[src/rtl/imem_load_ctrl_pkg.sv]
// Shared definitions for the instruction-memory load controller:
// FSM state codes, the default HALT encoding and byte-per-word geometry.
package imem_load_ctrl_pkg;

   localparam int BYTE_W         = 8;
   localparam int BYTES_PER_WORD = 4;
   localparam int WORD_W         = BYTE_W * BYTES_PER_WORD;

   localparam logic [WORD_W-1:0] HALT_WORD_DEFAULT = 32'hFFFF_FFFF;

   localparam logic [2:0] ST_IDLE  = 3'd0;
   localparam logic [2:0] ST_LOAD  = 3'd1;
   localparam logic [2:0] ST_READY = 3'd2;
   localparam logic [2:0] ST_RUN   = 3'd3;
   localparam logic [2:0] ST_STEP  = 3'd4;
   localparam logic [2:0] ST_DONE  = 3'd5;

   // A reload may only begin while the CPU is not executing and no load is in flight.
   function automatic logic load_allowed(input logic [2:0] st);
      return (st == ST_IDLE) || (st == ST_READY) || (st == ST_DONE);
   endfunction

endpackage

[src/rtl/imem_load_ctrl_byte_word_packer.sv]
// Assembles a word from a byte stream, most significant byte first.
// word_done/word_next are combinational so the owner can register the
// memory write on the same edge that accepts the final byte.
module imem_load_ctrl_byte_word_packer
   import imem_load_ctrl_pkg::*;
#(
   parameter int PACK_W = WORD_W
) (
   input  logic              clk,
   input  logic              reset,
   input  logic              clear,
   input  logic              enable,
   input  logic [BYTE_W-1:0] rx_data,
   input  logic              rx_valid,
   output logic              word_done,
   output logic [PACK_W-1:0] word_next
);

   localparam int BYTES = PACK_W / BYTE_W;
   localparam int CNT_W = $clog2(BYTES);

   logic [PACK_W-1:0] shift_q, shift_d;
   logic [CNT_W-1:0]  cnt_q, cnt_d;
   logic              accept;

   assign accept    = enable && rx_valid;
   assign word_next = {shift_q[PACK_W-BYTE_W-1:0], rx_data};
   assign word_done = accept && (cnt_q == CNT_W'(BYTES - 1));

   // Shift each accepted byte in from the right and count bytes within the word.
   always_comb begin
      shift_d = shift_q;
      cnt_d   = cnt_q;
      if (clear) begin
         shift_d = '0;
         cnt_d   = '0;
      end else if (accept) begin
         shift_d = word_next;
         cnt_d   = word_done ? '0 : cnt_q + CNT_W'(1);
      end
   end

   // Assembly registers; reset drops any partially built word.
   always_ff @(posedge clk or posedge reset) begin
      if (reset) begin
         shift_q <= '0;
         cnt_q   <= '0;
      end else begin
         shift_q <= shift_d;
         cnt_q   <= cnt_d;
      end
   end

endmodule

[src/rtl/imem_load_ctrl.sv]
// Instruction-memory port owner: loads a program from the debug byte stream,
// then releases the CPU in continuous-run or single-step mode and freezes it
// again when the HALT word is fetched.
module imem_load_ctrl
   import imem_load_ctrl_pkg::*;
#(
   parameter int                ADDR_W    = 32,
   parameter int                MEM_DEPTH = 128,
   parameter logic [ADDR_W-1:0] HALT_WORD = HALT_WORD_DEFAULT
) (
   input  logic              clk,
   input  logic              reset,
   input  logic              load_req,
   input  logic              run_req,
   input  logic              step_req,
   input  logic [7:0]        rx_data,
   input  logic              rx_valid,
   input  logic [ADDR_W-1:0] cpu_fetch_addr,
   input  logic [ADDR_W-1:0] instr_in,
   output logic              mem_we,
   output logic [ADDR_W-1:0] mem_waddr,
   output logic [ADDR_W-1:0] mem_wdata,
   output logic [ADDR_W-1:0] mem_raddr,
   output logic              cpu_stall,
   output logic [ADDR_W-1:0] prog_len,
   output logic              loaded,
   output logic              load_err,
   output logic [2:0]        state_o
);

   logic [2:0]        state_q, state_d;
   logic [ADDR_W-1:0] word_idx_q, word_idx_d;
   logic              mem_we_q, mem_we_d;
   logic [ADDR_W-1:0] mem_waddr_q, mem_waddr_d;
   logic [ADDR_W-1:0] mem_wdata_q, mem_wdata_d;
   logic              cpu_stall_q, cpu_stall_d;
   logic [ADDR_W-1:0] prog_len_q, prog_len_d;
   logic              loaded_q, loaded_d;
   logic              load_err_q, load_err_d;

   logic              start_load;
   logic              word_done;
   logic [ADDR_W-1:0] word_next;
   logic              halt_fetched;

   imem_load_ctrl_byte_word_packer #(
      .PACK_W (ADDR_W)
   ) u_packer (
      .clk       (clk),
      .reset     (reset),
      .clear     (start_load),
      .enable    (state_q == ST_LOAD),
      .rx_data   (rx_data),
      .rx_valid  (rx_valid),
      .word_done (word_done),
      .word_next (word_next)
   );

   assign halt_fetched = !cpu_stall_q && (instr_in == HALT_WORD);

   // Next-state logic: load sequencing, run/step release and HALT detection.
   always_comb begin
      state_d     = state_q;
      word_idx_d  = word_idx_q;
      mem_we_d    = 1'b0;
      mem_waddr_d = mem_waddr_q;
      mem_wdata_d = mem_wdata_q;
      cpu_stall_d = cpu_stall_q;
      prog_len_d  = prog_len_q;
      loaded_d    = loaded_q;
      load_err_d  = load_err_q;

      case (state_q)
         ST_IDLE: begin
            cpu_stall_d = 1'b1;
         end
         ST_LOAD: begin
            if (word_done && (word_idx_q < ADDR_W'(MEM_DEPTH))) begin
               mem_we_d    = 1'b1;
               mem_waddr_d = word_idx_q;
               mem_wdata_d = word_next;
               word_idx_d  = word_idx_q + ADDR_W'(1);
               if (word_next == HALT_WORD) begin
                  prog_len_d = word_idx_q + ADDR_W'(1);
                  loaded_d   = 1'b1;
                  state_d    = ST_READY;
               end else if (word_idx_q == ADDR_W'(MEM_DEPTH - 1)) begin
                  load_err_d = 1'b1;
                  prog_len_d = ADDR_W'(MEM_DEPTH);
                  loaded_d   = 1'b1;
                  state_d    = ST_READY;
               end
            end
         end
         ST_READY: begin
            if (run_req) begin
               state_d     = ST_RUN;
               cpu_stall_d = 1'b0;
            end else if (step_req) begin
               state_d     = ST_STEP;
               cpu_stall_d = 1'b0;
            end
         end
         ST_RUN: begin
            if (halt_fetched) begin
               state_d     = ST_DONE;
               cpu_stall_d = 1'b1;
            end
         end
         ST_STEP: begin
            cpu_stall_d = 1'b1;
            state_d     = halt_fetched ? ST_DONE : ST_READY;
         end
         ST_DONE: begin
            cpu_stall_d = 1'b1;
         end
         default: begin
            state_d     = ST_IDLE;
            cpu_stall_d = 1'b1;
         end
      endcase

      // run/step in READY take precedence, so a load only starts if nothing else moved the FSM.
      start_load = load_req && load_allowed(state_q) && (state_d == state_q);
      if (start_load) begin
         state_d     = ST_LOAD;
         word_idx_d  = '0;
         load_err_d  = 1'b0;
         cpu_stall_d = 1'b1;
      end
   end

   // Controller state registers; memory contents outside this block are untouched by reset.
   always_ff @(posedge clk or posedge reset) begin
      if (reset) begin
         state_q     <= ST_IDLE;
         word_idx_q  <= '0;
         mem_we_q    <= 1'b0;
         mem_waddr_q <= '0;
         mem_wdata_q <= '0;
         cpu_stall_q <= 1'b1;
         prog_len_q  <= '0;
         loaded_q    <= 1'b0;
         load_err_q  <= 1'b0;
      end else begin
         state_q     <= state_d;
         word_idx_q  <= word_idx_d;
         mem_we_q    <= mem_we_d;
         mem_waddr_q <= mem_waddr_d;
         mem_wdata_q <= mem_wdata_d;
         cpu_stall_q <= cpu_stall_d;
         prog_len_q  <= prog_len_d;
         loaded_q    <= loaded_d;
         load_err_q  <= load_err_d;
      end
   end

   assign mem_raddr = (state_q == ST_LOAD) ? word_idx_q : cpu_fetch_addr;
   assign mem_we    = mem_we_q;
   assign mem_waddr = mem_waddr_q;
   assign mem_wdata = mem_wdata_q;
   assign cpu_stall = cpu_stall_q;
   assign prog_len  = prog_len_q;
   assign loaded    = loaded_q;
   assign load_err  = load_err_q;
   assign state_o   = state_q;

endmodule
[config.mk]
export PLATFORM = sky130hd
export DESIGN_NAME = imem_load_ctrl
export DESIGN_NICKNAME = d
export VERILOG_FILES = /design/src/rtl/imem_load_ctrl_pkg.sv /design/src/rtl/imem_load_ctrl_byte_word_packer.sv /design/src/rtl/imem_load_ctrl.sv
export SDC_FILE = /design/constraint.sdc
export NUM_CORES = 1
export LEC_CHECK = 0
export BUFFER_PORTS_ARGS = -buffer_cell sky130_fd_sc_hd__buf_2
export CAP_MARGIN = 20
export CELL_PAD_IN_SITES_DETAIL_PLACEMENT = 0
export CELL_PAD_IN_SITES_GLOBAL_PLACEMENT = 2
export CORE_ASPECT_RATIO = 0.8
export CORE_MARGIN = 4
export CORE_UTILIZATION = 28
export DETAILED_ROUTE_END_ITERATION = 7
export MAX_ROUTING_LAYER = met4
export PLACE_DENSITY_LB_ADDON = 0.1
export SYNTH_ARGS = -nofsm -noshare
export SYNTH_HDL_FRONTEND = slang
export SYNTH_SLANG_ARGS = --single-unit
[constraint.sdc]
create_clock -name clk -period 4.4 [get_ports clk]
set_input_delay 0.22 -clock clk [delete_from_list [all_inputs] [get_ports clk]]
set_output_delay 0.22 -clock clk [all_outputs]
set_load 0.005 [all_outputs]
==> results by stage, run 1 <==
Outcome:
- The run finished with clean final reports.

Setup path:
- STA classifies the critical path endpoint as a flip-flop.
- For this run, the slowest stage of the critical path takes 0.88 ns.
- The startpoint-to-endpoint class of the critical path is flip-flop to flip-flop.
- The number of buffers and inverters on the critical path is 1.
- The data required time at the worst endpoint is 4.70 ns.
- Among cell families on the critical path, the largest total delay comes from simple AND/OR/NAND/NOR gates.
- The largest fanout on the critical path is 47.
- The element type at the critical path start is a flip-flop.
- Traced cell by cell, the critical path runs through nor3b_4, nand2_1, buf_4, or4b_4, a21oi_4, mux2_2.
- The setup slack of the worst register-to-register path is 0.94 ns.
- The slowest stage of the critical path is the a21oi_4 cell.
- For the worst setup path, the data arrival time is 3.76 ns.

Power:
- Net switching is 32.6% of the power.
- In this run the static leakage power is 0.00460 µW.
- The total power density per cell area is between 500 and 600 nW/µm².
- The power share of the clock group is between 30% and 40%.
- The net switching power figure is between 1000 and 1500 µW.
- Combinational cells account for 23.4% of the total power.
- The total internal power is 2980 µW.
- The total power of the final layout is approximately 4400 µW.
- The maximum vdd ir drop is 0.250 mV.
- The sequential cell fraction of total power is 45.7%.

Floorplan:
- After floorplanning, the core was sized to cover 22,900 µm².
- The initialized floorplan defines 49 standard-cell rows.
- The width of the die is between 150 and 200 µm.
- The floorplan step defined a die boundary enclosing approximately 26,000 µm².
- The height of the chip is 145 µm.
- The number of I/O pins is 213.
- The initial cell density of the core is 28.9%.

Routing:
- The detailed-route wire length per cell is between 15 and 20 µm.
- In the routed layout, each cell is associated on average with a via count of 4.47.
- The remaining antenna violation count is 0.
- The routed wire length is 18.9 mm.
- After detailed routing, the number of remaining DRC violations is 0.
- After the first detailed-routing iteration, the DRC count stood at 237.
- The first-pass detailed-route iteration total is 4.
- The routed layout has 5,161 vias.

Yosys:
- The flip-flop and latch count after synthesis is 161.
- By area the synthesized netlist is led by dfrtp_1 61%, nand2_1 10%, mux2_2 6.1%, and2_1 4.3%, a21oi_1 2.9%.
- The number of nets handed over by synthesis was 716.
- The leading cell type by number of instances after synthesis is nand2_1.
- The most used flip-flop cell after synthesis is dfrtp_1.
- During synthesis, Yosys emitted a total of 0 warnings.
- Counting distinct cell types in the post-synthesis netlist gives 40.
- The fraction of the yosys area taken by sequential cells is 61.0%.
- The cell count after synthesis is 636.
- The synthesized design spends more area on one cell type than any other, namely dfrtp_1.
- By count the netlist is led by 179 x nand2_1, 160 x dfrtp_1, 45 x and2_1, 38 x a21oi_1, 36 x mux2_2.
- The area fraction of the dominant cell type after synthesis is between 60% and 70%.
- The synthesized cell area is 6610 µm².
- In this run, synthesis inferred 0 flip-flops with an integrated enable.
- The fraction of registers with async set/reset is 100%.
- The mean instance size in the synthesized netlist is about 10 µm².

Clock network:
- The post-CTS setup buffer count is 0.
- The H-tree was split into 4 levels.
- The clock sink total is 161.
- TritonCTS built the clock tree.
- The clock transition at the register clock pins on the worst setup and hold paths after CTS is 0.06 ns.
- The tree is rooted in a clkbuf_16.
- For this design, the CTS-stage hold fixing added 0 buffers.
- The deepest clock path buffer count is 2.
- The clock latency of the later-clocked register in the worst-skew pair is 0.43 ns.
- The number of instances resized during post-cts repair is 0.
- In this run, CTS created clock tree buffers numbering 17.

Min path:
- The path class of the tightest hold or removal check is primary input to flip-flop.

Timing:
- After layout, the worst path uses between 70% and 80% of the clock period.
- Final hold analysis gives a worst-case slack of 0.0447 ns.
- The count of final max-slew check failures came to 0.
- Setup repair after global routing left no endpoint under its margin.
- The post-layout minimum cycle time is 3.46 ns.
- Adding up every negative setup slack in the final design gives 0 ns.
- The worst pin sits at a relative slew slack of a little under a third.
- Timing would allow up to 0.289 GHz.
- The final number of setup-violating endpoints is 0.
- The total count of hold-check failures in the final report is 0.
- After layout, the worst setup slack is 0.942 ns.
- The maximum clock skew at final layout is approximately 0.012 ns.
- The transition at the pin with the smallest max-transition slack is 1.03 ns.

GRT:
- The initial antenna violation count is 0.
- The global routing met1 resource utilization is 21.2%.
- For this run, global-route usage on met2 was measured as 21.4%.
- The wire length of the first global-routing pass is 30.8 mm.
- In this run the most used layer during global routing was met2.
- Global routing consumed, over all layers together, 15.1% of the routing resources.
- The via count of the first global-routing pass was 5,410.
- The fraction of met3 tracks used by global routing is 4.22%.
- The largest net degree at the start of global routing is 162.
- The total congestion overflow after global routing is 0.

Finish:
- The share of post-route cells with drive strength above 1 is 34.9%.
- The area added between synthesis and finish is 29.1%.
- The repair_antennas step left the layout with diodes totalling 0.
- The area taken by flip-flops and latches is 4030 µm².
- In the final layout, the multi-input gates occupy roughly 2400 µm².
- The layout net count is 916.
- The fill cell instance count of the final layout is 2,322.

Placement:
- Routability-driven placement finished with a final weighted congestion of 0.791.
- At the placement stage, the worst setup path has a slack of around 0.95 ns.
- The estimated wirelength of the detail-placed design is between 10 and 15 mm.
- The count of input and output buffers is 212.

Flow run:
- The number of max-cap violations is 0.
==> flip-flops by register name (all words and copies together), names as in the netlist <==
| name | count |
|---|---|
| state_o | 3 |
| mem_waddr | 32 |
| u_packer.shift_q | 24 |
| prog_len | 32 |
| word_idx_q | 32 |
| mem_wdata | 32 |
| load_err | 1 |
| mem_we | 1 |
| cpu_stall | 1 |
| u_packer.cnt_q | 2 |
| loaded | 1 |
==> worst min-delay path, cell delays in order <==
cell and delay, ns:
buf_2 0.11, nand2_1 0.05, nand2_1 0.05
==> kinds of logic after synthesis <==
logic type	Yosys count	synth area share, %
simple gates	328	23.8
flops	161	61.0
compound gates	58	5.05
buf+inv	43	2.57
mux	38	6.45
xor+xnor	6	0.795
fa+ha+maj	2	0.379
==> cell usage in the layout, fill, tap and decap left out, drive strengths merged, types with 8 or more instances in the layout <==
master	Yosys	layout
clkinvlp	0	8
nand4	16	16
nor2	16	16
a21oi	39	39
o21ai	9	9
dfrtp	160	160
or3	8	8
nor4	9	9
inv	5	9
nor2b	25	25
buf	7	219
nand3	9	9
nand2	179	179
clkbuf	31	18
mux2	37	37
and2	45	45
==> metrics by stage <==
step	area, µm²	utilization, %	instances
finish	8530	37.3	1154
global route	8530	37.3	1154
CTS	8510	37.2	1153
detailed placement	7970	34.9	1122
global placement	7970	34.9	1122
floorplan	6610	-	636
==> routing by layer <==
layer  routed length [µm]  share of wire (%)  up-vias
met5                    0                  0        -
met4                  291                1.5        0
met3                 1010                5.3       15
met2                 8040                 43      156
met1                 9540                 51     2492
li1                     -                  -     2498
==> final cells by class <==
cell class | instances | area share [%]
sequential | 161 | 47.2
multi-input combinational | 432 | 28.3
timing repair buffer | 219 | 13.4
clock buffer | 18 | 5.03
tap | 306 | 4.49
clock inverter | 13 | 1.23
inverter | 5 | 0.264
==> worst paths after layout <==
| check | startpoint | end | cells after the start |
|---|---|---|---|
| max in group asynchronous | reset | loaded$_DFFE_PP0P_ | 3 |
| min | rx_data[5] | mem_wdata[5]$_DFFE_PP0P_ | 3 |
| max reg2reg | state_o[0]$_DFF_PP0_ | prog_len[3]$_DFFE_PP0P_ | 6 |
| min reg2reg | mem_wdata[24]$_DFFE_PP0P_ | mem_wdata[24]$_DFFE_PP0P_ | 2 |
| min in group asynchronous | reset | mem_wdata[13]$_DFFE_PP0P_ | 3 |
| max | state_o[0]$_DFF_PP0_ | prog_len[3]$_DFFE_PP0P_ | 6 |
==> power groups by stage <==
stage	sequential (µW)	combinational (µW)	clock (µW)
floorplan	1970	612	0
global placement	2040	1050	0
detailed placement	2050	1060	0
CTS	2020	1060	1420
global route	2070	1180	1490
finish	2020	1030	1360
No activity file was read; power rests on OpenSTA's default activity.
==> run 2, diff against run 1 <==
==> constraint.sdc (replaced) <==
create_clock -name clk -period 3.1 [get_ports clk]
set_input_delay 0.155 -clock clk [delete_from_list [all_inputs] [get_ports clk]]
set_output_delay 0.155 -clock clk [all_outputs]
set_load 0.005 [all_outputs]
==> results by stage, run 2 (synthesis results as in run 1) <==
Power:
- In this run, the clock network consumes 32.1% of the power.
- Combinational logic burns 23.0% of the power.
- The sequential cell fraction of total power is 44.9%.
- The share of total power consumed by net switching is 31.5%.
- Cell internal power was estimated by the tool at around 4400 µW.
- Dividing total power by cell area gives a power density of 732 nW/µm².
- The net switching power figure is 2010 µW.
- VDD sags by at most 0.366 mV.
- The analysis attributes to cell leakage a power of 0.00470 µW.
- Power comes to 6380 µW.

Finish:
- The most common cell after layout, fill and taps aside is buf_2.
- Of the cells placed in the final design, the portion with a size suffix greater than 1 is 35.1%.
- The final layout contains 932 nets.
- The fill cell instance count of the final layout is about 2,300.
- In the layout the commonest cells are 212 x buf_2, 179 x nand2_1, 160 x dfrtp_1.
- The area added between synthesis and finish is 31.8%.

Setup path:
- The type of destination of the critical path is a flip-flop.
- STA classifies the critical path startpoint as a flip-flop.
- For the worst setup path, the data required time is 3.40 ns.
- Across all register-to-register paths, the minimum setup slack is 0.53 ns.
- The largest incremental delay on the critical path is around 0.61 ns.
- The slowest stage of the critical path belongs to the cell or4b_4.
- The startpoint-to-endpoint class of the critical path is flip-flop to flip-flop.
- The critical path goes through nor4_1, nand4_1, or4b_4, buf_4, or3_1, o21a_1.
- The largest fanout on the critical path is 46.
- The data arrival time at the worst-slack endpoint is 2.88 ns.

Floorplan:
- The height of the chip is 145 µm.
- The width of the die is 180 µm.
- The number of standard-cell rows in the floorplan is 49.
- The floorplan step defined a die boundary enclosing 26,100 µm².
- The total area inside the core boundary comes to 22,900 µm².
- The number of I/O pins is 213.
- The initial utilization of the core area, before any placement, comes to 28.9%.

Timing:
- The maximum clock frequency is roughly 0.4 GHz.
- The post-layout minimum cycle time is 2.57 ns.
- The maximum clock skew at final layout is 0.0186 ns.
- Setup repair after global routing left no endpoint under its margin.
- Setup total negative slack on the finished layout was measured at 0 ns.
- The total count of hold-check failures in the final report is 0.
- For the pin with the worst max-slew slack, the measured transition is roughly 0.79 ns.
- The count of final max-slew check failures is 0.
- Setup violations remaining at the end of the flow were counted as 0.
- After layout, the worst path uses 83.1% of the clock period.
- The worst slew slack as a fraction of its limit is between 40 and 50%.

Routing:
- In the routed layout, each cell is associated on average with a via count of ~4.4.
- The total via count after detailed routing is 5,206.
- The detailed-route wire length per cell is approximately 16 µm.
- The routed wire length is 18.7 mm.
- After detailed routing, the number of remaining DRC violations is 0.
- The remaining antenna violation count is 0.
- The number of DRC violations after detailed-routing iteration 0 is between 200 and 250.
- The first-pass detailed-route iteration total is 4.

Clock network:
- The post-CTS setup buffer count is 0.
- At the later pin of the worst-skew pair, clock insertion delay measures 0.43 ns.
- The hold buffer count at CTS is 9.
- The H-tree was split into 4 levels.
- The number of instances resized during post-cts repair is 0.
- The clock tree from TritonCTS is done.
- Clock-pin slew was measured on the worst setup and hold paths at 0.07 ns.
- The deepest clock path buffer count is 2.
- TritonCTS created 17 clock buffers.
- The clock sink total is 161.
- The tree is rooted in a clkbuf_16.

GRT:
- The largest net degree at the start of global routing is 73.
- The total congestion overflow after global routing is 0.
- The via count of the first global-routing pass is 5,460.
- The first global-routing pass estimated 30.5 mm of wire.
- The initial antenna violation count is 1.
- Across every metal layer, demand over resource in global routing totals 14.9%.

Placement:
- The final weighted congestion in routability-driven placement is 0.749.
- The estimated wirelength of the detail-placed design is ~13 mm.
- Buffers placed on the I/O ports in this run total 212.

Outcome:
- The run finished with clean final reports.

Flow run:
- The tool flagged a number of max-cap violations equal to 0.

Min path:
- The classification of the worst-slack hold path is primary input to flip-flop.
## run 2: cell count changes in the layout (fill, tap and decap cells not counted)
| cell | delta |
|---|---|
| clkbuf_8 | +2 |
| dlygate4sd3_1 | +9 |
| buf_16 | -1 |
| bufinv_16 | +1 |
| buf_4 | +7 |
| buf_12 | +1 |
| diode_2 | +1 |
| clkinvlp_4 | -3 |
| clkinv_4 | +1 |
## run 2: worst paths after layout
| kind | startpoint | end | depth (start not counted) |
|---|---|---|---|
| max | word_idx_q[16]$_DFFE_PP0P_ | prog_len[7]$_DFFE_PP0P_ | 6 |
| min | step_req | state_o[0]$_DFF_PP0_ | 5 |
| max reg2reg | word_idx_q[16]$_DFFE_PP0P_ | prog_len[7]$_DFFE_PP0P_ | 6 |
| min reg2reg | mem_wdata[30]$_DFFE_PP0P_ | mem_wdata[30]$_DFFE_PP0P_ | 2 |
| max in group asynchronous | reset | prog_len[19]$_DFFE_PP0P_ | 4 |
| min in group asynchronous | reset | u_packer.shift_q[4]$_DFFE_PP0P_ | 3 |
## run 2: layer usage
| layer | part of all wire (%) | track usage (%) |
|---|---|---|
| met1 | 50 | 21.2 |
| met2 | 44 | 21.5 |
| met3 | 5.3 | 3.80 |
| met4 | 0.76 | 3.24 |
| met5 | 0 | - |
## run 2: layout make-up
cell class | count | area, µm² | area share (%)
clock buffers | 20 | 457 | 5.24
diodes | 1 | 2.50 | 0.0287
multi-input cells | 432 | 2420 | 27.7
inverters | 5 | 22.5 | 0.258
flip-flops and latches | 161 | 4030 | 46.2
clock inverters | 12 | 121 | 1.39
repair buffers | 235 | 1280 | 14.7
well taps | 306 | 383 | 4.39
## run 2: through the flow
stage	setup WS, ns	area, µm²	cells	hold WS, ns	util, %
2_1_floorplan	0.788	6610	636	0.268	-
3_3_place_gp	0.549	8040	1130	0.333	35.2
5_1_grt	0.319	8710	1172	0.208	38.1
3_5_place_dp	0.510	8040	1130	0.347	35.2
6_report	0.525	8710	1172	0.194	38.1
4_1_cts	0.489	8710	1171	0.164	38.1
## run 2: worst max-delay path: cells and delay by family (launching register included)
kind                   cells  cell delay, ns
buffers and inverters      1            0.31
and+or+nand+nor            4            1.64
DFF                        1            0.39
AOI/OAI and AO/OA          1            0.11
## run 2: power groups by stage
stage	logic [µW]	clock network (µW)	registers (µW)
final	1470	2050	2860
after global routing	1690	2210	2930
after CTS	1510	2130	2870
after detailed placement	1500	0	2900
after global placement	1480	0	2900
after floorplan	868	0	2800
==> run 3, diff against run 2 <==
==> constraint.sdc (replaced) <==
create_clock -name clk -period 2.2 [get_ports clk]
set_input_delay 0.11 -clock clk [delete_from_list [all_inputs] [get_ports clk]]
set_output_delay 0.11 -clock clk [all_outputs]
set_load 0.005 [all_outputs]
==> results by stage, run 3 (synthesis results as in run 1) <==
Routing:
- The detailed-route vias per instance is 4.46.
- The total via count after detailed routing is approximately 5,400.
- The routed wire length is between 15 and 20 mm.
- The number of DRC violations after detailed-routing iteration 0 is roughly 170.
- Dividing the detail-routed wire length by the instance count gives 15.5 µm.
- In the routed design, unresolved DRC markers number 0.
- Once detail routing completed, the nets flagged for antenna violations numbered 0.
- The first-pass detailed-route iteration total is 4.

Setup path:
- In this run the critical register-to-register path is launched from word_idx_q[19]$_DFFE_PP0P_.
- At the worst endpoint, the required time is 2.51 ns.
- STA classifies the critical path endpoint as a flip-flop.
- Traced cell by cell, the critical path runs through nor4_2, buf_4, nand4_1, or4b_4, a21oi_4, buf_12, mux2_4.
- The worst register-to-register path has a setup slack of -0.06 ns.
- The data arrival time at the worst-slack endpoint is between 2 and 3 ns.
- In this run the critical register-to-register path is captured at prog_len[3]$_DFFE_PP0P_.
- The largest incremental delay on the critical path is 0.59 ns.
- The element type at the critical path start is a flip-flop.
- By startpoint and endpoint, the worst setup path is classified as flip-flop to flip-flop.
- The worst-path cell with the longest stage delay is or4b_4.
- Along the worst path, the maximum fanout reaches 8.
- Measured in cells, the most critical reg-to-reg path has a length of 7.

Power:
- Net switching is 33.0% of the power.
- The sequential cell fraction of total power is 43.2%.
- The total internal power is 6180 µW.
- The power share of the clock group is 31.8%.
- The maximum vdd ir drop is 0.566 mV.
- The total power of the final layout is 9220 µW.
- The share of total power dissipated in combinational logic is 25.0%.
- The total power density per cell area is 992 nW/µm².
- The analysis attributes to net switching a power of 3040 µW.
- The static leakage power is 0.00500 µW.

Finish:
- The area added between synthesis and finish is 40.6%.
- The layout has 2,297 filler cells.
- In the layout the commonest cells are 212 x buf_2, 165 x nand2_1, 160 x dfrtp_1.
- In the final layout, the share of cells above drive strength 1 is a little over two fifths.
- The finished layout holds 1,216 standard cells, fillers aside.
- The post-layout utilization of the core is a little over 40%.
- Leaving out fill and tap cells, the most frequent cell in the layout is buf_2.
- At the end of the flow, the number of nets in the layout was 976.
- The post-route cell area is 9290 µm².

GRT:
- The via count of the first global-routing pass is 5,671.
- The initial antenna violation count is 1.
- The largest net degree at the start of global routing is 115.
- The total congestion overflow after global routing is 0.
- Global routing used 14.8% of the available tracks.
- The first global-routing pass estimated a little over 30 mm of wire.

Min path:
- Counting instances, the worst hold path has a depth of 4.
- The classification of the worst-slack hold path is primary input to flip-flop.
- The startpoint identified for the worst hold timing path is load_req.
- The worst hold path terminates at cpu_stall$_DFFE_PP1P_.

Timing:
- The maximum clock frequency is 0.442 GHz.
- The post-layout minimum cycle time is roughly 2.3 ns.
- Setup repair after global routing could not meet its margin everywhere.
- Setup violations remaining at the end of the flow were counted as 13.
- The maximum clock skew at final layout is 0.00864 ns.
- The worst slew slack as a fraction of its limit is 54.5%.
- The post-route fraction of the period consumed by the critical path is 103%.
- The count of final max-slew check failures was 0.
- The total count of hold-check failures in the final report came to 0.
- The final setup slack of the worst path is -0.0604 ns.
- The transition at the pin with the smallest max-transition slack is 0.683 ns.

Clock network:
- The root buffer cell is clkbuf_16.
- Buffers inserted during clock tree synthesis total 17.
- The clock tree from TritonCTS is done.
- The clock latency of the later-clocked register in the worst-skew pair is 0.43 ns.
- The H-tree was split into 4 levels.
- The clock sink total is approximately 160.
- The clock transition at the register clock pins on the worst setup and hold paths after CTS is roughly 0.07 ns.
- The clock passes through at most 2 buffers.

Placement:
- Timing analysis after detailed placement gives a worst setup slack of -0.151 ns.
- The HPWL after detailed placement is around 13 mm.
- After detailed placement, the design holds a cell count of about 1,200.
- The congestion estimate from routability-driven global placement came to roughly 0.8.
- The cell area reported after detailed placement is 8320 µm².
- In this run the tool buffered the top-level ports with 212 buffer cells.

Flow run:
- The number of max-cap violations is 0.

Outcome:
- The final reports fail on negative setup slack.
- The run finished, with violations left.

Floorplan:
- The height of the chip is around 150 µm.
- The floorplan has 49 rows.
- The initial cell density of the core is just under 30%.
- The number of I/O pins is approximately 210.
- The overall die area is 26,100 µm².
- The die is 180 µm wide.
- In this run the standard cell core region covers 22,900 µm².
[run 3: cell count changes in the layout (fill, tap and decap cells not counted), moves of 5 or more]
cell	delta
buf_4	+32
nand2_1	-14
inv_8	+6
mux2_4	+5
nand2_2	+11
buf_6	+7
[run 3: worst max-delay path: cells and delay by family, from the launching register on]
family	cells	cell delay [ns]
muxes	1	0.30
buffers and inverters	2	0.29
and+or+nand+nor	3	1.00
AOI/OAI and AO/OA	1	0.17
DFF	1	0.39
[run 3: layer usage]
metal | track usage (%) | up-vias | wire (µm)
met5 | - | - | 0
met4 | 3.92 | 0 | 182
met3 | 3.75 | 13 | 1080
met2 | 22.7 | 176 | 8440
met1 | 19.8 | 2607 | 9130
li1 | - | 2626 | -
[run 3: power groups by stage]
stage / logic (µW) / registers, µW / clock network [µW]
floorplan: 1230 / 3950 / 0
global placement: 2210 / 4010 / 0
detailed placement: 2240 / 4020 / 0
CTS: 2270 / 3970 / 3030
global route: 2610 / 4060 / 3150
finish: 2300 / 3980 / 2940
[run 3: area by class of cell]
cell class                 instances  area, µm²  share of cell area (%)
antenna                            1       2.50                  0.0269
clock buffer                      17        425                    4.58
clock inverter                    15        161                    1.74
inverter                           5       22.5                   0.242
multi-input combinational        432       2570                    27.7
sequential                       161       4030                    43.4
tap                              306        383                    4.12
timing repair buffer             279       1700                    18.2
[run 3: metrics by stage]
step	setup TNS [ns]	hold slack, ns
6_report	-0.504	0.0787
5_1_grt	-4.74	0.0884
4_1_cts	-2.24	0.0580
3_5_place_dp	-4.12	0.352
3_3_place_gp	-2.69	0.339
2_1_floorplan	0	0.223
[run 3: worst max path at each step]
stage                          startpoint                 endpoint  cells past startpoint
4_1_cts        word_idx_q[19]$_DFFE_PP0P_  prog_len[1]$_DFFE_PP0P_                      8
2_1_floorplan        state_o[2]$_DFF_PP0_  prog_len[0]$_DFFE_PP0P_                      7
3_5_place_dp   word_idx_q[16]$_DFFE_PP0P_  prog_len[1]$_DFFE_PP0P_                      7
5_1_grt        word_idx_q[19]$_DFFE_PP0P_  prog_len[1]$_DFFE_PP0P_                      8
6_report       word_idx_q[19]$_DFFE_PP0P_  prog_len[3]$_DFFE_PP0P_                      7
3_3_place_gp   word_idx_q[16]$_DFFE_PP0P_  prog_len[2]$_DFFE_PP0P_                      6
[run 3: timing repair]
action                                 in CTS  in global routing
gates resized for setup                    14                 40
hold buffers                                9                  0
setup buffers                               4                  7
pin swaps                                   2                 18
gates cloned                                0                  0
endpoints found under the hold margin     176                  0
setup endpoints to repair                  59                 92
